<file path="src/rtl/rn_apb_requester_if.sv">
// Requester-node bundle: local command/response, arbitration
// request/grant, and the APB master bus.
interface rn_apb_requester_if #(
  parameter int ADDR_W = 32,
  parameter int DATA_W = 32
);
  logic              cmd_valid;
  logic              cmd_ready;
  logic              cmd_write;
  logic [ADDR_W-1:0] cmd_addr;
  logic [DATA_W-1:0] cmd_wdata;
  logic              rsp_valid;
  logic [DATA_W-1:0] rsp_rdata;
  logic              rsp_err;
  logic              rn_valid;
  logic              cn_ready;
  logic [2:0]        psel;
  logic              penable;
  logic              pwrite;
  logic [ADDR_W-1:0] paddr;
  logic [DATA_W-1:0] pwdata;
  logic [DATA_W-1:0] prdata;
  logic              pready;
  logic              pslverr;

  modport master (
    input  cmd_valid, cmd_write, cmd_addr, cmd_wdata,
    input  cn_ready, prdata, pready, pslverr,
    output cmd_ready, rsp_valid, rsp_rdata, rsp_err,
    output rn_valid, psel, penable, pwrite, paddr, pwdata
  );

  modport slave (
    output cmd_valid, cmd_write, cmd_addr, cmd_wdata,
    output cn_ready, prdata, pready, pslverr,
    input  cmd_ready, rsp_valid, rsp_rdata, rsp_err,
    input  rn_valid, psel, penable, pwrite, paddr, pwdata
  );
endinterface

</file>
<file path="src/rtl/rn_apb_requester.sv">
// APB crossbar requester node: arbitrates for the shared path,
// runs one SETUP/ACCESS transfer, returns a response.
module rn_apb_requester #(
  parameter int ADDR_W  = 32,
  parameter int DATA_W  = 32,
  parameter int TIMEOUT = 16
) (
  input logic clk,
  input logic rst_n,
  rn_apb_requester_if.master bus
);

  localparam int CW =
    (TIMEOUT > 0) ? $clog2(TIMEOUT + 1) : 1;
  localparam logic [CW-1:0] TO_V = CW'(TIMEOUT);

  typedef enum logic [2:0] {
    IDLE, REQ, SETUP, ACCESS, RESP, RELEASE
  } state_e;

  state_e state_q, state_d;

  logic              wr_q, wr_d;
  logic [ADDR_W-1:0] addr_q, addr_d;
  logic [DATA_W-1:0] wdata_q, wdata_d;
  logic [2:0]        sel_q, sel_d;
  logic [CW-1:0]     cnt_q, cnt_d;

  logic              cmd_ready_q, cmd_ready_d;
  logic              rn_valid_q, rn_valid_d;
  logic [2:0]        psel_q, psel_d;
  logic              penable_q, penable_d;
  logic              pwrite_q, pwrite_d;
  logic [ADDR_W-1:0] paddr_q, paddr_d;
  logic [DATA_W-1:0] pwdata_q, pwdata_d;
  logic              rsp_valid_q, rsp_valid_d;
  logic [DATA_W-1:0] rsp_rdata_q, rsp_rdata_d;
  logic              rsp_err_q, rsp_err_d;

  logic [1:0]        region;
  logic              bus_on;

  always_comb begin
    state_d     = state_q;
    wr_d        = wr_q;
    addr_d      = addr_q;
    wdata_d     = wdata_q;
    sel_d       = sel_q;
    cnt_d       = cnt_q;
    rsp_rdata_d = '0;
    rsp_err_d   = 1'b0;
    region      = bus.cmd_addr[ADDR_W-1 -: 2];

    unique case (state_q)
      IDLE: begin
        if (bus.cmd_valid && cmd_ready_q) begin
          wr_d    = bus.cmd_write;
          addr_d  = bus.cmd_addr;
          wdata_d = bus.cmd_wdata;
          unique case (1'b1)
            region == 2'b01: sel_d = 3'b001;
            region == 2'b10: sel_d = 3'b010;
            region == 2'b11: sel_d = 3'b100;
            default:         sel_d = 3'b000;
          endcase
          if (sel_d == 3'b000) begin
            state_d   = RESP;
            rsp_err_d = 1'b1;
          end else begin
            state_d = REQ;
          end
        end
      end
      REQ: begin
        if (bus.cn_ready) state_d = SETUP;
      end
      SETUP: begin
        state_d = ACCESS;
        cnt_d   = '0;
      end
      ACCESS: begin
        if (bus.pready) begin
          state_d   = RESP;
          rsp_err_d = bus.pslverr;
          if (!wr_q && !bus.pslverr)
            rsp_rdata_d = bus.prdata;
        end else begin
          if (cnt_q != '1) cnt_d = cnt_q + 1'b1;
          if (TIMEOUT > 0 && cnt_d == TO_V) begin
            state_d   = RESP;
            rsp_err_d = 1'b1;
          end
        end
      end
      RESP: begin
        state_d = RELEASE;
      end
      RELEASE: begin
        // a registered grant may linger; wait for it to drop
        if (!bus.cn_ready) state_d = IDLE;
      end
      default: state_d = IDLE;
    endcase

    bus_on      = (state_d == SETUP) ||
                  (state_d == ACCESS);
    cmd_ready_d = (state_d == IDLE);
    rn_valid_d  = bus_on || (state_d == REQ);
    psel_d      = bus_on ? sel_d : 3'b000;
    penable_d   = (state_d == ACCESS);
    pwrite_d    = bus_on && wr_d;
    paddr_d     = bus_on ? addr_d : '0;
    pwdata_d    = bus_on ? wdata_d : '0;
    rsp_valid_d = (state_d == RESP);
  end

  always_ff @(posedge clk) begin
    if (!rst_n) begin
      state_q     <= IDLE;
      wr_q        <= 1'b0;
      addr_q      <= '0;
      wdata_q     <= '0;
      sel_q       <= 3'b000;
      cnt_q       <= '0;
      cmd_ready_q <= 1'b1;
      rn_valid_q  <= 1'b0;
      psel_q      <= 3'b000;
      penable_q   <= 1'b0;
      pwrite_q    <= 1'b0;
      paddr_q     <= '0;
      pwdata_q    <= '0;
      rsp_valid_q <= 1'b0;
      rsp_rdata_q <= '0;
      rsp_err_q   <= 1'b0;
    end else begin
      state_q     <= state_d;
      wr_q        <= wr_d;
      addr_q      <= addr_d;
      wdata_q     <= wdata_d;
      sel_q       <= sel_d;
      cnt_q       <= cnt_d;
      cmd_ready_q <= cmd_ready_d;
      rn_valid_q  <= rn_valid_d;
      psel_q      <= psel_d;
      penable_q   <= penable_d;
      pwrite_q    <= pwrite_d;
      paddr_q     <= paddr_d;
      pwdata_q    <= pwdata_d;
      rsp_valid_q <= rsp_valid_d;
      rsp_rdata_q <= rsp_rdata_d;
      rsp_err_q   <= rsp_err_d;
    end
  end

  assign bus.cmd_ready = cmd_ready_q;
  assign bus.rn_valid  = rn_valid_q;
  assign bus.psel      = psel_q;
  assign bus.penable   = penable_q;
  assign bus.pwrite    = pwrite_q;
  assign bus.paddr     = paddr_q;
  assign bus.pwdata    = pwdata_q;
  assign bus.rsp_valid = rsp_valid_q;
  assign bus.rsp_rdata = rsp_rdata_q;
  assign bus.rsp_err   = rsp_err_q;

endmodule

</file>
<file path="src/flat_wrapper.sv">
// flat-port wrapper written by rule: the top's interface ports become plain ports
module rn_apb_requester_flat 
#(
  parameter int ADDR_W  = 32,
  parameter int DATA_W  = 32,
  parameter int TIMEOUT = 16
)
  (clk, rst_n, bus_cmd_valid, bus_cmd_write, bus_cmd_addr, bus_cmd_wdata, bus_cn_ready, bus_prdata, bus_pready, bus_pslverr, bus_cmd_ready, bus_rsp_valid, bus_rsp_rdata, bus_rsp_err, bus_rn_valid, bus_psel, bus_penable, bus_pwrite, bus_paddr, bus_pwdata);
  rn_apb_requester_if #(.ADDR_W(ADDR_W), .DATA_W(DATA_W)) bus_i ();
  input logic clk;
  input logic rst_n;
  input wire logic [$bits(bus_i.cmd_valid)-1:0] bus_cmd_valid;
  input wire logic [$bits(bus_i.cmd_write)-1:0] bus_cmd_write;
  input wire logic [$bits(bus_i.cmd_addr)-1:0] bus_cmd_addr;
  input wire logic [$bits(bus_i.cmd_wdata)-1:0] bus_cmd_wdata;
  input wire logic [$bits(bus_i.cn_ready)-1:0] bus_cn_ready;
  input wire logic [$bits(bus_i.prdata)-1:0] bus_prdata;
  input wire logic [$bits(bus_i.pready)-1:0] bus_pready;
  input wire logic [$bits(bus_i.pslverr)-1:0] bus_pslverr;
  output wire logic [$bits(bus_i.cmd_ready)-1:0] bus_cmd_ready;
  output wire logic [$bits(bus_i.rsp_valid)-1:0] bus_rsp_valid;
  output wire logic [$bits(bus_i.rsp_rdata)-1:0] bus_rsp_rdata;
  output wire logic [$bits(bus_i.rsp_err)-1:0] bus_rsp_err;
  output wire logic [$bits(bus_i.rn_valid)-1:0] bus_rn_valid;
  output wire logic [$bits(bus_i.psel)-1:0] bus_psel;
  output wire logic [$bits(bus_i.penable)-1:0] bus_penable;
  output wire logic [$bits(bus_i.pwrite)-1:0] bus_pwrite;
  output wire logic [$bits(bus_i.paddr)-1:0] bus_paddr;
  output wire logic [$bits(bus_i.pwdata)-1:0] bus_pwdata;
  assign bus_i.cmd_valid = bus_cmd_valid;
  assign bus_i.cmd_write = bus_cmd_write;
  assign bus_i.cmd_addr = bus_cmd_addr;
  assign bus_i.cmd_wdata = bus_cmd_wdata;
  assign bus_i.cn_ready = bus_cn_ready;
  assign bus_i.prdata = bus_prdata;
  assign bus_i.pready = bus_pready;
  assign bus_i.pslverr = bus_pslverr;
  assign bus_cmd_ready = bus_i.cmd_ready;
  assign bus_rsp_valid = bus_i.rsp_valid;
  assign bus_rsp_rdata = bus_i.rsp_rdata;
  assign bus_rsp_err = bus_i.rsp_err;
  assign bus_rn_valid = bus_i.rn_valid;
  assign bus_psel = bus_i.psel;
  assign bus_penable = bus_i.penable;
  assign bus_pwrite = bus_i.pwrite;
  assign bus_paddr = bus_i.paddr;
  assign bus_pwdata = bus_i.pwdata;
  rn_apb_requester #(.ADDR_W(ADDR_W), .DATA_W(DATA_W), .TIMEOUT(TIMEOUT)) u_core (.clk(clk), .rst_n(rst_n), .bus(bus_i));
endmodule
</file>
<file path="config.mk">
export PLATFORM = sky130hd
export DESIGN_NAME = rn_apb_requester_flat
export DESIGN_NICKNAME = d
export VERILOG_FILES = /design/src/rtl/rn_apb_requester_if.sv /design/src/rtl/rn_apb_requester.sv /design/src/flat_wrapper.sv
export SDC_FILE = /design/constraint.sdc
export NUM_CORES = 1
export LEC_CHECK = 0
export ABC_AREA = 1
export BUFFER_PORTS_ARGS = -buffer_cell sky130_fd_sc_hd__buf_2
export CORE_MARGIN = 2
export CORE_UTILIZATION = 30
export CTS_BUF_LIST = sky130_fd_sc_hd__clkbuf_8
export CTS_CLUSTER_DIAMETER = 50
export DETAILED_ROUTE_END_ITERATION = 8
export PLACE_DENSITY_LB_ADDON = 0.15
export SLEW_MARGIN = 20
export SYNTH_ARGS = -nofsm -noshare
export SYNTH_HDL_FRONTEND = slang
export SYNTH_SLANG_ARGS = --single-unit
</file>
<file path="constraint.sdc">
create_clock -name clk -period 2.2 [get_ports clk]
set_clock_uncertainty 0.1 [all_clocks]
set_input_delay 0.33 -clock clk [delete_from_list [all_inputs] [get_ports clk]]
set_output_delay 0.33 -clock clk [all_outputs]
set_load 0.03 [all_outputs]
</file>
=== Yosys cells after proc, flatten, opt, wreduce, memory -nomap -nowiden ===
Cells that the tools add are included.

* Flip-flop bits (word level): 181
* Logic and storage cells: 74
* Output and inout bits: 105

* Eq/ne operators: 15
* $add $sub $neg: 1
* Reduce and logical (&&, ||, !) cells: 14
* Multiplexer cells: 28

{| class="wikitable"
|+ Operators by type and width
! cell !! number
|-
| 32-bit 2-to-1 mux || 4
|-
| 3-bit 2-to-1 mux || 10
|-
| 5-bit 2-to-1 mux || 4
|-
| 3-bit one-hot mux with 6 select lines || 1
|-
| 3-bit by 2-bit == test with 1-bit output (second input constant) || 4
|-
| 5-bit one-hot mux with 2 select lines || 1
|-
| 3-bit == test (second input constant) || 3
|-
| 3-bit logical NOT || 3
|-
| 3-bit one-hot mux with 3 select lines || 1
|-
| 3-bit by 1-bit == test with 1-bit output (second input constant) || 2
|-
| 1-bit 2-to-1 mux || 6
|-
| 5-bit by 1-bit adder with 5-bit output (second input constant) || 1
|-
| 5-bit == test (second input constant) || 1
|-
| 5-bit inequality test (second input constant) || 1
|-
| 2-bit == test (second input constant) || 2
|-
| 2-bit AND reduction || 2
|-
| 4-bit AND reduction || 1
|-
| 1-bit logical AND || 3
|-
| 2-bit by 1-bit == test with 1-bit output (second input constant) || 1
|-
| 1-bit logical NOT || 2
|-
| 1-bit logical OR || 2
|-
| 2-bit inequality test (second input constant) || 1
|-
| 1-bit one-hot mux with 2 select lines || 1
|-
| 2-bit nonzero test || 1
|}

=== Longest topological paths before layout ===
* Depth in word-level cells: 11
* Gate-level depth with buffers: 13

=== Least setup slack after synthesis ===
Ideal clock, no wire load.

* Path kind: reg-to-reg
* Start: register u_core.cnt_q[0]
* End: register u_core.pwdata_q[12] (netlist: u_core.bus.pwdata[12])
* Arrival time: 1.502 ns
* Setup time: 0.111 ns
* Cell stages (with the launch flop): 13
* Setup slack: 0.487 ns
* Clock period less this slack: 1.713 ns
* Path buffers: 2
* Cells stage by stage: dfxtp_1 ha_1 nand2_1 nor2_1 nand3_1 nand2_1 nand3_2 nand2_2 nand2_2 nand2_2 buf_6 buf_6 nor2_1

* Longest elaborated chain between the ends: 11
* Elaborated cells on any way between the ends: 13

{| class="wikitable"
|+ RTL lines
! item !! RTL line !! source
|-
| start, declared || rn_apb_requester.sv:27 || <nowiki>logic [CW-1:0] cnt_q, cnt_d;</nowiki>
|-
| start signal, assigned || rn_apb_requester.sv:141 || <nowiki>cnt_q <= cnt_d;</nowiki>
|-
| 5-bit by 1-bit adder with 5-bit output or 5-bit inequality test (tied branches) || rn_apb_requester.sv:88 || <nowiki>if (cnt_q != '1) cnt_d = cnt_q + 1'b1;</nowiki>
|-
| 5-bit 2-to-1 mux * || rn_apb_requester.sv:88 ||
|-
| 5-bit 2-to-1 mux * || rn_apb_requester.sv:82 || <nowiki>if (bus.pready) begin</nowiki>
|-
| 5-bit 2-to-1 mux * || rn_apb_requester.sv:54 || <nowiki>unique case (state_q)</nowiki>
|-
| 5-bit == test * || rn_apb_requester.sv:89 || <nowiki>if (TIMEOUT > 0 && cnt_d == TO_V) begin</nowiki>
|-
| 3-bit 2-to-1 mux * || rn_apb_requester.sv:89 ||
|-
| 3-bit 2-to-1 mux * || rn_apb_requester.sv:82 ||
|-
| 3-bit one-hot mux with 6 select lines * || rn_apb_requester.sv:54 ||
|-
| 3-bit by 2-bit == test with 1-bit output (on tied branches) || rn_apb_requester.sv:105, rn_apb_requester.sv:106 ||
|-
| 1-bit logical OR * || rn_apb_requester.sv:105 || <nowiki>bus_on = (state_d == SETUP) ||</nowiki>
|-
| 2-bit AND reduction (no line) * || - ||
|-
| end signal, assigned || rn_apb_requester.sv:148 || <nowiki>pwdata_q <= pwdata_d;</nowiki>
|-
| end, declared || rn_apb_requester.sv:35 || <nowiki>logic [DATA_W-1:0] pwdata_q, pwdata_d;</nowiki>
|}

Every way passes the cells marked *; elsewhere a longest branch is shown, timed or not. The select of a mux whose other input is x is not followed.
A chain may end at the register's enable or synchronous reset.

=== Final worst setup path ===
* Start: register u_core.cnt_q[1]
* End: register u_core.psel_q[2] (netlist: u_core.bus.psel[2])

* Longest elaborated chain between the ends: 11
* Elaborated cells on any way between the ends: 13

{| class="wikitable"
|+ RTL lines
! item !! RTL line !! source
|-
| 5-bit by 1-bit adder with 5-bit output or 5-bit inequality test (tied branches) || rn_apb_requester.sv:88 ||
|-
| 5-bit 2-to-1 mux * || rn_apb_requester.sv:88 ||
|-
| 5-bit 2-to-1 mux * || rn_apb_requester.sv:82 ||
|-
| 5-bit 2-to-1 mux * || rn_apb_requester.sv:54 ||
|-
| 5-bit == test * || rn_apb_requester.sv:89 ||
|-
| 3-bit 2-to-1 mux * || rn_apb_requester.sv:89 ||
|-
| 3-bit 2-to-1 mux * || rn_apb_requester.sv:82 ||
|-
| 3-bit one-hot mux with 6 select lines * || rn_apb_requester.sv:54 ||
|-
| 3-bit by 2-bit == test with 1-bit output (on tied branches) || rn_apb_requester.sv:105, rn_apb_requester.sv:106 ||
|-
| 1-bit logical OR * || rn_apb_requester.sv:105 ||
|-
| 2-bit AND reduction (no line) * || - ||
|-
| end signal, assigned || rn_apb_requester.sv:144 || <nowiki>psel_q <= psel_d;</nowiki>
|-
| end, declared || rn_apb_requester.sv:31 || <nowiki>logic [2:0] psel_q, psel_d;</nowiki>
|}

Marks and branches as above.

==> key figures <==
Layout
  • N_diodes: 0
  • Filler cells: between 2000 and 2500
  • Share of post-route cells with drive strength above 1: 29.8%
  • Post-layout nets: 1172
  • Commonest non-fill, non-tap cell in the layout: nand2_1
  • Register area: 0.00362 mm²
  • Area of the multi-input gates: 0.00244 mm²
  • Area delta synth->final: 31.5%
  • Commonest non-fill, non-tap cells in the layout: nand2_1, buf_2, dfxtp_1, nor2_1, inv_1

Global route
  • Pin count of the biggest net entering global routing: 62
  • Gr usage total: 14.7%
  • Initial antenna violation count: 1
  • First-pass GRT wire length: about 28000 µm
  • Vias in the first global route: 5446
  • M1 GR Usage: a little under a fifth
  • Met3 usage: 4.82%
  • Gr ovfl total: 0
  • Met2 GRT Util: ~24%
  • GR peak layer: met2

Worst setup path
  • Cell mode on critical path: nand2_2
  • Slowest CP cell: dfxtp_1
  • Largest fanout on the critical path: 27
  • CP arrival: 2200 ps
  • Required @ worst endpoint: 2440 ps
  • WS Path Type: flop to flop
  • Ordered list of cells on the worst path: ha_1 -> nand2_1 -> nor2_1 -> nand3_1 -> nand2_1 -> nand3_2 -> nand2_2 -> nand2_2 -> nand2_2 -> clkbuf_16 -> nor2_1
  • Startpoint Class: flop
  • Setup crit end kind: flop
  • Slowest Stage Delay on Critical Path: about 400 ps

Routing
  • Vias: 5578
  • First-pass DRT Iterations: 5
  • First DRT Iteration DRCs: 182
  • Mean routed wirelength per cell: 12.7 µm
  • Routed WL: 17300 µm
  • Drc violations: 0
  • Post-route antenna net violation count: 0
  • Avg Vias per Cell: 4.10

Die
  • Die height: 153 µm
  • I/O Pins: between 200 and 250
  • Die W: 153 µm
  • # rows: 54
  • Initial Util: ~31%
  • Total die area: 0.0235 mm²
  • Core ar.: 0.0218 mm²

Yosys
  • Post-synth EDFFs: 0
  • Syn Nets: 938
  • Cells after Synth: 834
  • Ys flop type: dfxtp_1
  • YS warnings: 0
  • Post-Synthesis Cell Area: 0.00669 mm²
  • Sequential fraction of the synthesis area: 54.2%
  • #FFs+latches synth: 181
  • Syn Area/Cell: 8.02 µm²
  • Async set-reset flop share out of synthesis: 0%
  • Netlist cell types: 29

Timing
  • Worst Max-Slew Pin Slew: 760 ps
  • Final setup viols: 0
  • Final min period: 1960 ps
  • Setup_tns: 0 ps
  • FMAX: between 500 and 600 MHz
  • Final slew viol count: 0
  • Hold slack final: 44.4 ps
  • RSZ-0062 raised after global routing: no
  • Max-slew headroom: 49.3%
  • Fin crit share: between 80% and 90%
  • Final hold viol count: 0

Place
  • IO Port Bufs: 207
  • GP Congestion: 0.758
  • Detailed placer's ending HPWL: 11000 µm

Power and ir drop
  • Pleak: 4.60 nW
  • Pwr Density: 902 mW/mm²
  • Worst vdd ir: 0.437 mV
  • Total power: 7.93 mW

Clock network
  • CTS tree: built
  • Worst-Skew Late Latency: 470 ps
  • Clock root buffer master: clkbuf_8
  • Total CTS buffers: 17
  • Clock sink count: 181
  • Clock Tree Buf Depth: 2
  • Htree depth: 4
  • Clock-pin slew on the worst setup and hold paths: 90 ps

Min path
  • HP Class: input port to flop

Flow run
  • Max Cap Viol: 0

Outcome
  • Status: complete, no violations
[area by class of cell]
cell class | count | area share (%)
Multi-Input combinational cell | 496 | 27.8
Timing Repair Buffer | 251 | 17.2
Tap cell | 280 | 3.98
Inverter | 121 | 5.17
Sequential cell | 181 | 41.2
Clock buffer | 17 | 2.66
Clock inverter | 15 | 1.95
[worst paths after layout]
path	from	to	slack, ps	cells after the start
hold reg to reg	u_core.cnt_q[0]$_SDFFE_PN0P_	u_core.cnt_q[0]$_SDFFE_PN0P_	400	1
setup reg to reg	u_core.cnt_q[1]$_SDFFE_PN0P_	u_core.bus.psel[2]$_SDFF_PN0_	240	11
hold / removal	bus_cmd_addr[29]	u_core.addr_q[29]$_SDFF_PN0_	40	3
setup / recovery	u_core.cnt_q[1]$_SDFFE_PN0P_	u_core.bus.psel[2]$_SDFF_PN0_	240	11
[Yosys cell counts (all sizes together), types with 2 or more instances]
cell    count  area share (%)
dfxtp     181              54
a21oi       7            0.52
a22oi       2            0.22
nand4       3            0.28
nor2      181              10
nand3       9            0.94
nand2     217              12
buf        19             1.6
inv       121             6.8
nor3        2            0.15
clkbuf     17            0.95
o21ai       6            0.45
mux2       61              10
[worst max-delay path: cells and delay by family, from the launching register on]
kind                       cells  cell delay [ps]
adders and majority gates      1              240
buffers and inverters          1              250
and+or+nand+nor                9              830
DFF                            1              400
[through the flow]
step / setup slack [ps] / instances / cell area [µm²] / util (%)
6_report: 245 / 1361 / 8790 / 40.3
5_1_grt: 35.9 / 1361 / 8790 / 40.3
4_1_cts: 148 / 1360 / 8770 / 40.2
3_5_place_dp: 168 / 1296 / 8040 / 36.8
3_3_place_gp: 144 / 1296 / 8040 / 36.8
2_1_floorplan: 487 / 834 / 6690 / -
[cells by family after synthesis]
kind of cell / Yosys count / synth area share [%]
AO/OA/AOI/OAI: 19 / 1.67
AND/OR/NAND/NOR: 414 / 24.2
multiplexers: 62 / 10.4
adder cells (fa/ha/maj): 1 / 0.187
buffers and inverters: 157 / 9.34
flip-flops: 181 / 54.2
[report_power, final]
group | leakage, nW | total, mW | switching [mW] | internal [mW]
registers | 1.47 | 3.68 | 0.123 | 3.56
logic | 2.92 | 1.97 | 1.23 | 0.742
clock network | 0.205 | 2.29 | 1.34 | 0.952
total | 4.60 | 7.93 | 2.68 | 5.25
[state kept, by name, summed over array words and instances (netlist names)]
name / cells
u_core.addr_q: 32
u_core.bus.cmd_ready: 1
u_core.bus.paddr: 32
u_core.bus.penable: 1
u_core.bus.psel: 3
u_core.bus.pwdata: 32
u_core.bus.pwrite: 1
u_core.bus.rn_valid: 1
u_core.bus.rsp_err: 1
u_core.bus.rsp_rdata: 32
u_core.bus.rsp_valid: 1
u_core.cnt_q: 5
u_core.sel_q: 3
u_core.state_q: 3
u_core.wdata_q: 32
u_core.wr_q: 1
[repair_timing]
| item | CTS | global route |
|---|---|---|
| setup buffers | 0 | 0 |
| gates resized for setup | 0 | 1 |
| hold endpoints to repair | 32 | 0 |
| hold buffers | 32 | 0 |
| setup endpoints to repair | 0 | 53 |
[per-layer routing]
layer,wire [µm],up-vias
met3,1180,16
met2,7750,154
li1,-,2949
met5,13,-
met1,8080,2457
met4,254,2
Note: power is estimated with default switching activity, not from simulation.
